File: config.mk
export PLATFORM = sky130hd
export DESIGN_NAME = seg_scan_editor
export DESIGN_NICKNAME = d
export VERILOG_FILES = /design/src/rtl/seg_scan_editor.sv
export SDC_FILE = /design/constraint.sdc
export NUM_CORES = 1
export LEC_CHECK = 0
export BUFFER_PORTS_ARGS = -buffer_cell sky130_fd_sc_hd__buf_2
export CAP_MARGIN = 20
export CORE_MARGIN = 1.5
export CORE_UTILIZATION = 50
export DETAILED_ROUTE_END_ITERATION = 12
export GPL_TIMING_DRIVEN = 0
export MAX_ROUTING_LAYER = met4
export PLACE_DENSITY = 0.69
export REMOVE_ABC_BUFFERS = 1
export SYNTH_ARGS = -nofsm -noshare
export SYNTH_HDL_FRONTEND = slang
export SYNTH_SLANG_ARGS = --single-unit
File: constraint.sdc
create_clock -name clk -period 3.05 [get_ports clk]
set_clock_uncertainty 0.05 [all_clocks]
set_input_delay 0.1525 -clock clk [delete_from_list [all_inputs] [get_ports clk]]
set_output_delay 0.1525 -clock clk [all_outputs]
set_load 0.05 [all_outputs]
File: src/rtl/seg_scan_editor.sv
// N-digit multiplexed 7-segment scanner with a two-button hex editor and a parallel load port.
// Optional cursor blink is built when CURSOR_BLINK_EN is defined.
`timescale 1ns/1ps
module seg_scan_editor #(
    parameter int N_DIGITS  = 4,
    parameter int CLK_HZ    = 50000000,
    parameter int SCAN_HZ   = 1000,
    parameter int BLANK_CYC = 4,
    parameter int DB_CYCLES = 250000,
    parameter int BLINK_HZ  = 2,
    localparam int CW       = $clog2(N_DIGITS)
) (
    input  logic                  clk,
    input  logic                  nRst,
    input  logic                  inc,
    input  logic                  nxt,
    input  logic                  load,
    input  logic [4*N_DIGITS-1:0] load_val,
    output logic [7:0]            seg_dat,
    output logic [N_DIGITS-1:0]   seg_sel,
    output logic [4*N_DIGITS-1:0] digits,
    output logic [CW-1:0]         cursor
);
    localparam int SCAN_PERIOD = CLK_HZ / SCAN_HZ;
    localparam int PW = $clog2(SCAN_PERIOD);
    localparam int BW = $clog2(BLANK_CYC + 2);
    localparam int DW = $clog2(DB_CYCLES + 1);
    localparam logic [BW-1:0] BLANK_INIT = (BLANK_CYC > 0) ? BW'(BLANK_CYC - 1) : '0;

    generate
        if (SCAN_PERIOD < BLANK_CYC + 2) begin : g_bad_scan
            $error("seg_scan_editor: CLK_HZ/SCAN_HZ must be >= BLANK_CYC+2");
        end
        if (N_DIGITS < 2 || N_DIGITS > 8) begin : g_bad_digits
            $error("seg_scan_editor: N_DIGITS must be 2..8");
        end
        if (BLINK_HZ < 1) begin : g_bad_blink
            $error("seg_scan_editor: BLINK_HZ must be >= 1");
        end
    endgenerate

    // Button conditioning: bit 0 = inc, bit 1 = nxt
    logic [1:0] raw_btn;
    logic [1:0] btn_pulse;
    assign raw_btn = {nxt, inc};

    genvar gi;
    generate
        for (gi = 0; gi < 2; gi++) begin : g_btn
            logic          sync1_reg, sync2_reg, level_reg, pulse_reg;
            logic [DW-1:0] db_cnt_reg;
            always_ff @(posedge clk or posedge nRst) begin
                if (nRst) begin
                    sync1_reg  <= 1'b0;
                    sync2_reg  <= 1'b0;
                    level_reg  <= 1'b0;
                    pulse_reg  <= 1'b0;
                    db_cnt_reg <= '0;
                end else begin
                    sync1_reg <= raw_btn[gi];
                    sync2_reg <= sync1_reg;
                    pulse_reg <= 1'b0;
                    if (sync2_reg != level_reg) begin
                        // This sample completes the run of DB_CYCLES differing samples
                        if (db_cnt_reg == DW'(DB_CYCLES - 1)) begin
                            level_reg  <= sync2_reg;
                            pulse_reg  <= sync2_reg;
                            db_cnt_reg <= '0;
                        end else begin
                            db_cnt_reg <= db_cnt_reg + 1'b1;
                        end
                    end else begin
                        db_cnt_reg <= '0;
                    end
                end
            end
            assign btn_pulse[gi] = pulse_reg;
        end
    endgenerate

    logic inc_p, nxt_p;
    assign inc_p = btn_pulse[0];
    assign nxt_p = btn_pulse[1];

    // Cursor: load forces 0 and swallows any same-cycle nxt
    logic [CW-1:0] cursor_reg;
    always_ff @(posedge clk or posedge nRst) begin
        if (nRst) begin
            cursor_reg <= '0;
        end else if (load) begin
            cursor_reg <= '0;
        end else if (nxt_p) begin
            cursor_reg <= (cursor_reg == CW'(N_DIGITS - 1)) ? '0 : cursor_reg + 1'b1;
        end
    end

    logic [4*N_DIGITS-1:0] digits_w;
    generate
        for (gi = 0; gi < N_DIGITS; gi++) begin : g_digit
            logic [3:0] val_reg;
            always_ff @(posedge clk or posedge nRst) begin
                if (nRst) begin
                    val_reg <= 4'd0;
                end else if (load) begin
                    val_reg <= load_val[4*gi +: 4];
                end else if (inc_p && cursor_reg == CW'(gi)) begin
                    val_reg <= val_reg + 4'd1;
                end
            end
            assign digits_w[4*gi +: 4] = val_reg;
        end
    endgenerate

    logic blink_on;
`ifdef CURSOR_BLINK_EN
    localparam int BLINK_HALF = (CLK_HZ / BLINK_HZ) / 2;
    localparam int KW = $clog2(BLINK_HALF + 1);
    logic [KW-1:0] blink_cnt_reg;
    logic          blink_reg;
    always_ff @(posedge clk or posedge nRst) begin
        if (nRst) begin
            blink_cnt_reg <= '0;
            blink_reg     <= 1'b0;
        end else if (blink_cnt_reg == KW'(BLINK_HALF - 1)) begin
            blink_cnt_reg <= '0;
            blink_reg     <= ~blink_reg;
        end else begin
            blink_cnt_reg <= blink_cnt_reg + 1'b1;
        end
    end
    assign blink_on = blink_reg;
`else
    assign blink_on = 1'b0;
`endif

    function automatic logic [7:0] hex_glyph(input logic [3:0] v);
        case (v)
            4'h0: hex_glyph = 8'hC0;  4'h1: hex_glyph = 8'hF9;
            4'h2: hex_glyph = 8'hA4;  4'h3: hex_glyph = 8'hB0;
            4'h4: hex_glyph = 8'h99;  4'h5: hex_glyph = 8'h92;
            4'h6: hex_glyph = 8'h82;  4'h7: hex_glyph = 8'hF8;
            4'h8: hex_glyph = 8'h80;  4'h9: hex_glyph = 8'h90;
            4'hA: hex_glyph = 8'h88;  4'hB: hex_glyph = 8'h83;
            4'hC: hex_glyph = 8'hC6;  4'hD: hex_glyph = 8'hA1;
            4'hE: hex_glyph = 8'h86;  default: hex_glyph = 8'h8E;
        endcase
    endfunction

    logic [PW-1:0]       pre_cnt_reg;
    logic [CW-1:0]       scan_idx_reg;
    logic [BW-1:0]       blank_cnt_reg;
    logic                slot_shown_reg;
    logic [7:0]          seg_dat_reg;
    logic [N_DIGITS-1:0] seg_sel_reg;
    logic                scan_tick;
    logic [CW-1:0]       idx_next, drv_idx;
    logic [3:0]          drv_digit;
    logic [7:0]          drv_dat;
    logic [N_DIGITS-1:0] drv_sel;

    assign scan_tick = (pre_cnt_reg == PW'(SCAN_PERIOD - 1));
    assign idx_next  = (scan_idx_reg == CW'(N_DIGITS - 1)) ? '0 : scan_idx_reg + 1'b1;
    assign drv_idx   = scan_tick ? idx_next : scan_idx_reg;
    assign drv_digit = digits_w[{drv_idx, 2'b00} +: 4];
    assign drv_sel   = ~(N_DIGITS'(1) << drv_idx);

    always_comb begin
        drv_dat = hex_glyph(drv_digit);
        if (drv_idx == cursor_reg) begin
            drv_dat[7] = 1'b0;
            if (blink_on) drv_dat = 8'hFF;
        end
    end

    // Slot contents are latched once per slot so mid-slot edits wait for the next slot
    always_ff @(posedge clk or posedge nRst) begin
        if (nRst) begin
            pre_cnt_reg    <= '0;
            scan_idx_reg   <= '0;
            blank_cnt_reg  <= '0;
            slot_shown_reg <= 1'b0;
            seg_dat_reg    <= 8'hFF;
            seg_sel_reg    <= '1;
        end else begin
            pre_cnt_reg <= scan_tick ? '0 : pre_cnt_reg + 1'b1;
            if (scan_tick) begin
                scan_idx_reg <= idx_next;
                if (BLANK_CYC == 0) begin
                    seg_sel_reg    <= drv_sel;
                    seg_dat_reg    <= drv_dat;
                    slot_shown_reg <= 1'b1;
                end else begin
                    blank_cnt_reg  <= BLANK_INIT;
                    seg_sel_reg    <= '1;
                    seg_dat_reg    <= 8'hFF;
                    slot_shown_reg <= 1'b0;
                end
            end else if (blank_cnt_reg != '0) begin
                blank_cnt_reg <= blank_cnt_reg - 1'b1;
            end else if (!slot_shown_reg) begin
                seg_sel_reg    <= drv_sel;
                seg_dat_reg    <= drv_dat;
                slot_shown_reg <= 1'b1;
            end
        end
    end

    assign seg_dat = seg_dat_reg;
    assign seg_sel = seg_sel_reg;
    assign digits  = digits_w;
    assign cursor  = cursor_reg;
endmodule

* Word level (Yosys, flattened, before mapping) *
Memories as Yosys holds them, arrays and structs flattened.
Index checks and enable logic that the tools add are counted.

word-level totals
  register bits after elaboration = 96
  bits in read-only memories = 112
  bits of input ports = 21
  output and inout bits = 30
  logic and storage cells = 95
  memories kept = 1

memories
  name             words  width  rd ports  clocked after memory_dff  wr ports  line  RTL
  (no name shown)  16     7      1         0                         0         137   case (v)

cells by class
  add/subtract/negate cells = 10
  equality and inequality tests = 12
  shift-type cells = 2
  multiplexer cells = 33
  bitwise logic cells = 1
  reduce and logical (&&, ||, !) cells = 15

operators by type and width
  kind                                              number
  2-to-1 mux 18 bit                                 4
  2-to-1 mux 4 bit                                  11
  adder 18 x 1 -> 18 bit, second input constant     2
  == test 18 bit, second input constant             2
  2-to-1 mux 8 bit                                  4
  adder 16 x 1 -> 16 bit, second input constant     1
  adder 4 x 1 -> 4 bit, second input constant       4
  == test 16 bit, second input constant             1
  2-to-1 mux 16 bit                                 1
  variable part select 16 x 5 -> 4 bit              1
  nonzero test 2 bit                                6
  2-to-1 mux 2 bit                                  5
  == test 2 bit, second input constant              3
  2-to-1 mux 1 bit                                  6
  2-to-1 mux 3 bit                                  2
  AND reduction 2 bit                               3
  adder 2 x 1 -> 2 bit, second input constant       2
  logical AND 1 bit                                 4
  NOT 4 bit                                         1
  << shifter 1 x 2 -> 4 bit, first input constant   1
  nonzero test 3 bit                                1
  subtractor 3 x 1 -> 3 bit, second input constant  1
  == test 2 x 1 -> 1 bit, second input constant     1
  == test 2 bit                                     1
  other kinds (4)                                   5

* Longest topological paths before layout *
Gate-level depths: netlist (run 1).
An unclocked memory read counts as a cell.

  depth after elaboration = 9
  gate-level depth with buffers = 13
  depth with buffers taken out = 12

* Worst setup path after synthesis (run 1) *
Ideal clock, no wire load.

  kind = register -> register
  start = register pre_cnt_reg[4]
  end = register seg_dat_reg[3], in the netlist seg_dat[3]
  library setup time = 0.095 ns
  arrival time = 3.154 ns
  data required time = 2.905 ns
  setup slack = -0.249 ns
  cell stages (with the launch flop) = 12
  path buffers = 0
  period minus slack after synthesis = 3.299 ns
  path through = dfrtp_1 -> or4b_4 -> nor4_4 -> mux2i_1 -> inv_1 -> a21oi_1 -> a32o_1 -> inv_1 -> ha_1 -> a21boi_0 -> a2111oi_0 -> a211oi_1

between the ends
  word-level cells in the longest chain between the ends = 8
  elaborated cells between the ends (all ways) = 11
  those cells by class = eq/ne: 3; shift: 1; mux: 5; reduce/logical: 1; memory: 1

ends and longest elaborated chain
  item                                  line  RTL
  from (decl)                           149   logic [PW-1:0] pre_cnt_reg;
  from (signal assigned)                185   pre_cnt_reg <= scan_tick ? '0 : pre_cnt_reg + 1'b1;
  == test 16 bit                        161   assign scan_tick = (pre_cnt_reg == PW'(SCAN_PERIOD - 1));
  2-to-1 mux 2 bit                      n/a
  via drv_idx[0]                        156   logic [CW-1:0] idx_next, drv_idx;
  variable part select 16 x 5 -> 4 bit  164   assign drv_digit = digits_w[{drv_idx, 2'b00} +: 4];
  memory read (16 x 7 bit)              n/a
  2-to-1 mux 8 bit                      169   if (drv_idx == cursor_reg) begin
  2-to-1 mux 8 bit                      200   end else if (!slot_shown_reg) begin
  2-to-1 mux 8 bit                      198   end else if (blank_cnt_reg != '0) begin
  2-to-1 mux 8 bit                      186   if (scan_tick) begin
  to (signal assigned)                  190   seg_dat_reg <= drv_dat;
  to (signal assigned)                  202   seg_dat_reg <= drv_dat;
  to (decl)                             153   logic [7:0] seg_dat_reg;

The timed path passes the listed nets, and every way through them passes these cells. The select of a mux whose other input is x is not followed.
A chain may end at the register's enable or synchronous reset.

* Worst setup path in the final report (run 1) *
  start = register pre_cnt_reg[7]
  end = register seg_dat_reg[3], in the netlist seg_dat[3]

The elaborated chain is that of the path after synthesis.

==> results of run 1 <==
[how the worst min path moves through the flow]
stage / endpoint / slack [ns]
after floorplan: g_btn[0].sync1_reg$_DFF_PP0_ / 0.13
after global placement: g_btn[1].sync1_reg$_DFF_PP0_ / 0.21
final: cursor[1]$_DFFE_PP0P_ / 0.21
after CTS: cursor[1]$_DFFE_PP0P_ / 0.21
after global routing: cursor[0]$_DFFE_PP0P_ / 0.22
after detailed placement: g_btn[1].db_cnt_reg[17]$_DFF_PP0_ / 0.18
[area by class of cell]
type,count,area [um^2],area share [%]
repair buffers,94,676,11.0
clock inverters,6,92.6,1.51
inverters,19,78.8,1.29
clock buffers,9,124,2.02
flip-flops and latches,96,2420,39.4
multi-input cells,359,2580,42.0
well taps,133,166,2.71
[cells by family (layout without fill, tap and decap cells)]
family / Yosys count / after routing / synth area share (%)
and+or+nand+nor: 206 / 206 / 20.6
DFF: 96 / 96 / 48.9
xor gates and xnor gates: 64 / 64 / 11.3
AOI/OAI and AO/OA: 48 / 48 / 7.06
buffers and inverters: 31 / 128 / 2.58
adders and majority gates: 21 / 21 / 5.31
muxes: 20 / 20 / 4.23
[through the flow]
step | std cells | utilization, % | hold slack [ns]
final | 716 | 63.3 | 0.213
after global routing | 716 | 63.3 | 0.218
after CTS | 708 | 61.7 | 0.209
after detailed placement | 658 | 55.1 | 0.183
after global placement | 657 | 54.8 | 0.210
after floorplan | 474 | - | 0.134
[worst max-delay path, stage by stage (launching register included)]
cell,delay [ns]
dfrtp_1,0.41
or4b_4,0.59
or4_4,0.52
and2_4,0.21
inv_4,0.07
nand2_1,0.05
a32o_2,0.31
buf_12,0.14
ha_1,0.22
a2111oi_4,0.37
a211oi_2,0.08
[layer usage]
layer	vias up	part of all wire, %	routed length (um)	GRT usage (%)
met5	-	0	0	-
met4	0	2.1	227	7.17
met3	23	2.6	275	3.21
met2	66	50	5400	35.8
met1	1873	45	4850	28.0
li1	1849	-	-	-
[report_power, final]
group,switching [mW],leakage [nW],internal [mW]
clock,0.455,0.102,0.462
combinational,0.247,1.41,0.140
sequential,0.0413,1.23,1.32
total,0.743,2.74,1.92
[cell usage after synthesis (all sizes together) (5+ instances only)]
cell type / number / area share [%]
a21oi: 7 / 0.71
nand4: 7 / 0.89
and2: 5 / 0.73
mux2: 7 / 1.6
dfstp: 12 / 6.4
xnor2: 35 / 6.2
xor2: 29 / 5.1
clkbuf: 10 / 0.76
dfrtp: 84 / 43
and3: 11 / 1.4
nand3: 39 / 3.9
nor3b: 6 / 0.91
mux2i: 13 / 2.6
nor4: 5 / 0.94
nor3: 12 / 1.2
ha: 21 / 5.3
nand2: 39 / 3.0
o21ai: 17 / 1.7
nor2: 69 / 5.2
inv: 19 / 1.4
[timing repair]
action                     CTS  global route
buffers inserted            16             8
hold endpoints to repair    57             0
pin swaps                   17            14
resized for setup           27            20
setup endpoints to repair    7             7
hold buffers                19             0
==> run summary, run 1 <==
Layout area overhead - 24.0%
CP endpoint kind - flop
I/O Pins - 51
Tightest Hold Check Type - in2reg
Mapped Cells - 486
post-synthesis sequential area ratio - 48.9%
final instance area - 0.00613 mm^2
ys async rst share - 100%
crit path time final - 3.11 ns
Fin. Hold Viols - 0
CTS H-tree depth - 3
largest net degree at the start of global routing - 58
Die Width - 102 um
worst reg2reg endpoint - seg_dat[3]$_DFFE_PP1P_
R2R depth - 10
ys flop type - dfrtp_1
number of global-route vias before repair - 3731
die footprint - 0.0105 mm^2
startpoint types - flop
die height - 102 um
Mapped Avg Cell Area - 10.2 um^2
crit path from - pre_cnt_reg[7]$_DFF_PP0_
Tightest Pin Transition - 1.06 ns
DRC Markers - 0
routed vias - 3811
max capacitance violation total - 0
Slew headroom - 29.0%
Power Density - 434 mW/mm^2
failing checks - setup timing
commonest non-fill, non-tap cell in the layout - dfrtp_1
via/cell ratio - 5.32
Routability Congestion - 0.830
CTS Sinks - 96
initial antenna violation count - 0
RSZ-0062 raised after global routing - yes
CTS buffer count - 9
share of cells above drive strength 1 - 26.1%
Starting Density - 51.1%
RR Startpoint - pre_cnt_reg[7]$_DFF_PP0_
max FFs per register - 36
Reg2Reg Setup Slack - -0.06 ns
Root Driver - clkbuf_8
Worst-Skew Late Latency - 0.37 ns
Critical Setup Path Class - reg2reg
hold path depth - 2
WP data required - 3.29 ns
ant diodes - 0
crit path DAT - 3.36 ns
CTS tree - done
worst setup margin - -0.0640 ns
Cell variety after synth - 51
clk slew on worst S/H paths - 0.10 ns
Final Max Tran Viols - 0
Port-buffer cells - 50
period utilisation layout - 102%
WL/cell - 15.0 um
Antenna Nets Post-Route - 0
static leakage - 2.74 nW
first drt pass iteration count - 4
initial DRC count - 112
DPL Wire Length - 6860 um
Cell Rows - 36
Routed WL - 10800 um
crit path max fanout - 6
setup tns final - -0.175 ns
Fillers - 804
Setup crit end - seg_dat[3]$_DFFE_PP1P_
maximum VDD drop - 0.243 mV
Seq cells post-synth - 96
Hold Path Origin - load
Final setup viols - 6
dpl ws - -1.25 ns
CORE AREA - 0.00968 mm^2
Layout Nets - 621
placed inst area - 0.00534 mm^2
status - complete, but fails checks
synth warn - 0
total gr overflow - 0
Synth Cell Area - 0.00494 mm^2
Max Clk Rate - 0.321 GHz
most frequent cells in the layout - dfrtp_1 (83), nor2_1 (69), buf_2 (50), nand2_1 (39), nand3_1 (37)
Post-synth EDFFs - 0
total power - 2.66 mW
GRT Resource Usage Total - 21.9%
first-pass GRT wire length - 17500 um
worst-case clock buffer depth - 2
(Power assumes the default switching activity.)
==> inputs of run 2 (changes only) <==
- ABC_AREA: not set -> 1
- CORE_UTILIZATION: 50 -> 41
- PLACE_DENSITY: 0.69 -> 0.58
==> run 2 against run 1 <==
Net effect: the run now ends clean; sequential share of layout area grew 0.74 points; synthesized cell count grew 29%; critical endpoint unchanged; sequential power is essentially flat; fmax grew 17%; register-to-register slack gained 0.45 ns; sequential cell count is the same; combinational power is essentially flat; largest cell class is now flip-flops and latches; utilization shrank 14 points; count of clock-buffer cells in the layout grew 3; design area shrank 1.9%; wire length grew 1.3%.
==> run summary, run 2 <==
status - finished, final reports clean
Max Clk Rate - 0.376 GHz
max FFs per register - 36
crit path time final - 2.66 ns
Power Density - 469 mW/mm^2
CP endpoint kind - flop
dpl ws - 0.323 ns
first drt pass iteration count - 4
static leakage - 2.85 nW
DRC Markers - 0
Fin. Hold Viols - 0
ys flop type - dfrtp_1
CORE AREA - 0.0122 mm^2
crit path max fanout - 12
via/cell ratio - 4.87
CTS tree - done
RSZ-0062 raised after global routing - no
share of cells above drive strength 1 - 17.0%
first-pass GRT wire length - 18900 um
die height - 116 um
crit path cell chain - ha_1, nand3_1, nor2_2, nand2_2, nand2_4, nand2_2, nand2_1, nand3_1, nand2_2, inv_1, ha_1, nand3_1, nand2_1, nand2_1, nand3_1, nand2_1, inv_1
Root Driver - clkbuf_16
largest cells by area after synthesis - dfrtp_1 (40%), nand2_1 (7.9%), nor2_1 (6.4%), dfstp_2 (6.1%), inv_1 (5.8%)
largest net degree at the start of global routing - 55
synth warn - 0
DPL Wire Length - 8120 um
Seq cells post-synth - 96
Mapped Cells - 626
die footprint - 0.0134 mm^2
Layout area overhead - 15.5%
non-filler cells in the finished layout - 862
number of global-route vias before repair - 4133
most frequent cell after synthesis - nand2_1
worst setup margin - 0.389 ns
Final Max Tran Viols - 0
CTS buffer count - 9
Yosys top cell area share - 40.4%
Routability Congestion - 0.852
Cell Rows - 40
RR Startpoint - pre_cnt_reg[0]$_DFF_PP0_
Starting Density - 42.6%
hold endpoint - g_digit[1].val_reg[1]$_DFFE_PP0P_
Tightest Hold Check Type - in2reg
worst-case clock buffer depth - 2
CTS Sinks - 96
commonest non-fill, non-tap cell in the layout - nand2_1
clk slew on worst S/H paths - 0.06 ns
crit path from - pre_cnt_reg[0]$_DFF_PP0_
Cell variety after synth - 46
fin util - 49.3%
hold path depth - 3
startpoint types - flop
Final setup viols - 0
maximum VDD drop - 0.428 mV
Post-synth EDFFs - 0
Mapped Avg Cell Area - 8.32 um^2
Tightest Pin Transition - 0.619 ns
Synth Cell Area - 0.00521 mm^2
Die Width - 116 um
Reg2Reg Setup Slack - 0.39 ns
crit-path max cell delay - 0.37 ns
Antenna Nets Post-Route - 0
GRT Resource Usage Total - 18.5%
routed vias - 4201
WP depth - 17
Hold Path Origin - load_val[5]
CP top delay family - simple AND/OR/NAND/NOR gates
Placed Cells incl. Taps - 837
total gr overflow - 0
ys async rst share - 100%
max capacitance violation total - 0
post-synthesis sequential area ratio - 46.4%
initial DRC count - 229
WP data required - 3.28 ns
R2R depth - 17
Routed WL - 10900 um
Worst-Skew Late Latency - 0.35 ns
initial antenna violation count - 1
worst reg2reg endpoint - seg_dat[3]$_DFFE_PP1P_
Slew headroom - 58.7%
CP max-delay cell - dfrtp_1
crit path DAT - 2.89 ns
WL/cell - 12.6 um
worst path bufs/invs - 2
Critical Setup Path Class - reg2reg
Port-buffer cells - 50
commonest cells in the netlist - nand2_1 (109), nor2_1 (89), dfrtp_1 (84)
Post-CTS Setup Inserts - 0
most frequent cells in the layout - nand2_1 (109), nor2_1 (89), dfrtp_1 (84), inv_1 (80), buf_2 (50)
CTS H-tree depth - 3
Layout Nets - 731
area leader, netlist - dfrtp_1
period utilisation layout - 87.2%
I/O Pins - 51
==> run 2: final cells by class <==
class,count,area (um^2)
Fill cell,1203,6200
Sequential cell,96,2420
Multi-Input combinational cell,435,2400
Timing Repair Buffer,60,368
Inverter,87,339
Clock buffer,12,256
Tap cell,168,210
Clock inverter,3,17.5
Antenna cell,1,2.50
==> run 2: worst max path at each step <==
stage                                             end  slack, ns
global placement    g_digit[0].val_reg[2]$_DFFE_PP0P_      -0.88
global route                   seg_dat[3]$_DFFE_PP1P_       0.03
finish                         seg_dat[3]$_DFFE_PP1P_       0.39
detailed placement             seg_dat[3]$_DFFE_PP1P_       0.32
floorplan                blank_cnt_reg[0]$_DFFE_PP0P_       0.36
CTS                            seg_dat[3]$_DFFE_PP1P_       0.30
==> run 2: logic make-up after synthesis <==
group	Yosys count	share of synthesized area, %
AO/OA/AOI/OAI	78	8.77
XOR/XNOR	27	4.54
adder cells (fa/ha/maj)	21	5.05
buffers and inverters	95	7.47
flip-flops	96	46.4
AND/OR/NAND/NOR	309	27.7
==> run 2: timing repair <==
action | 4_1_cts | 5_1_grt
hold buffers | 9 | 0
setup endpoints to repair | 0 | 1
hold endpoints to repair | 50 | 0
gates resized for setup | 0 | 1
==> run 2: per-stage QoR <==
| step | TNS, ns | cell area (um^2) | power [mW] | hold WS, ns |
|---|---|---|---|---|
| 6_report | 0 | 6020 | 2.82 | 0.0196 |
| 5_1_grt | 0 | 6020 | 2.97 | 0.0175 |
| 4_1_cts | 0 | 6010 | 2.87 | 0.00686 |
| 3_5_place_dp | 0 | 5640 | 1.78 | 0.209 |
| 3_3_place_gp | -73.88 | 5610 | 1.77 | 0.215 |
| 2_1_floorplan | 0 | 5150 | 1.67 | 0.134 |
==> run 2: routing by layer <==
| layer | track usage (%) | wire [um] | up-vias |
|---|---|---|---|
| met1 | 22.0 | 4970 | 1983 |
| met2 | 31.3 | 5450 | 52 |
| met5 | - | 0 | - |
| met3 | 5.13 | 362 | 8 |
| li1 | - | - | 2158 |
| met4 | 4.55 | 109 | 0 |
==> run 2: worst register-to-register path, stage by stage (launching register included) <==
cell and delay (ns):
dfrtp_1 0.37, ha_1 0.19, nand3_1 0.17, nor2_2 0.17, nand2_2 0.20, nand2_4 0.21, nand2_2 0.17, nand2_1 0.10
nand3_1 0.08, nand2_2 0.15, inv_1 0.10, ha_1 0.22, nand3_1 0.13, nand2_1 0.07, nand2_1 0.05, nand3_1 0.06
nand2_1 0.06, inv_1 0.03
==> run 2: power breakdown <==
group / switching, mW / internal [mW]
logic: 0.274 / 0.116
registers: 0.0450 / 1.32
clock network: 0.473 / 0.591
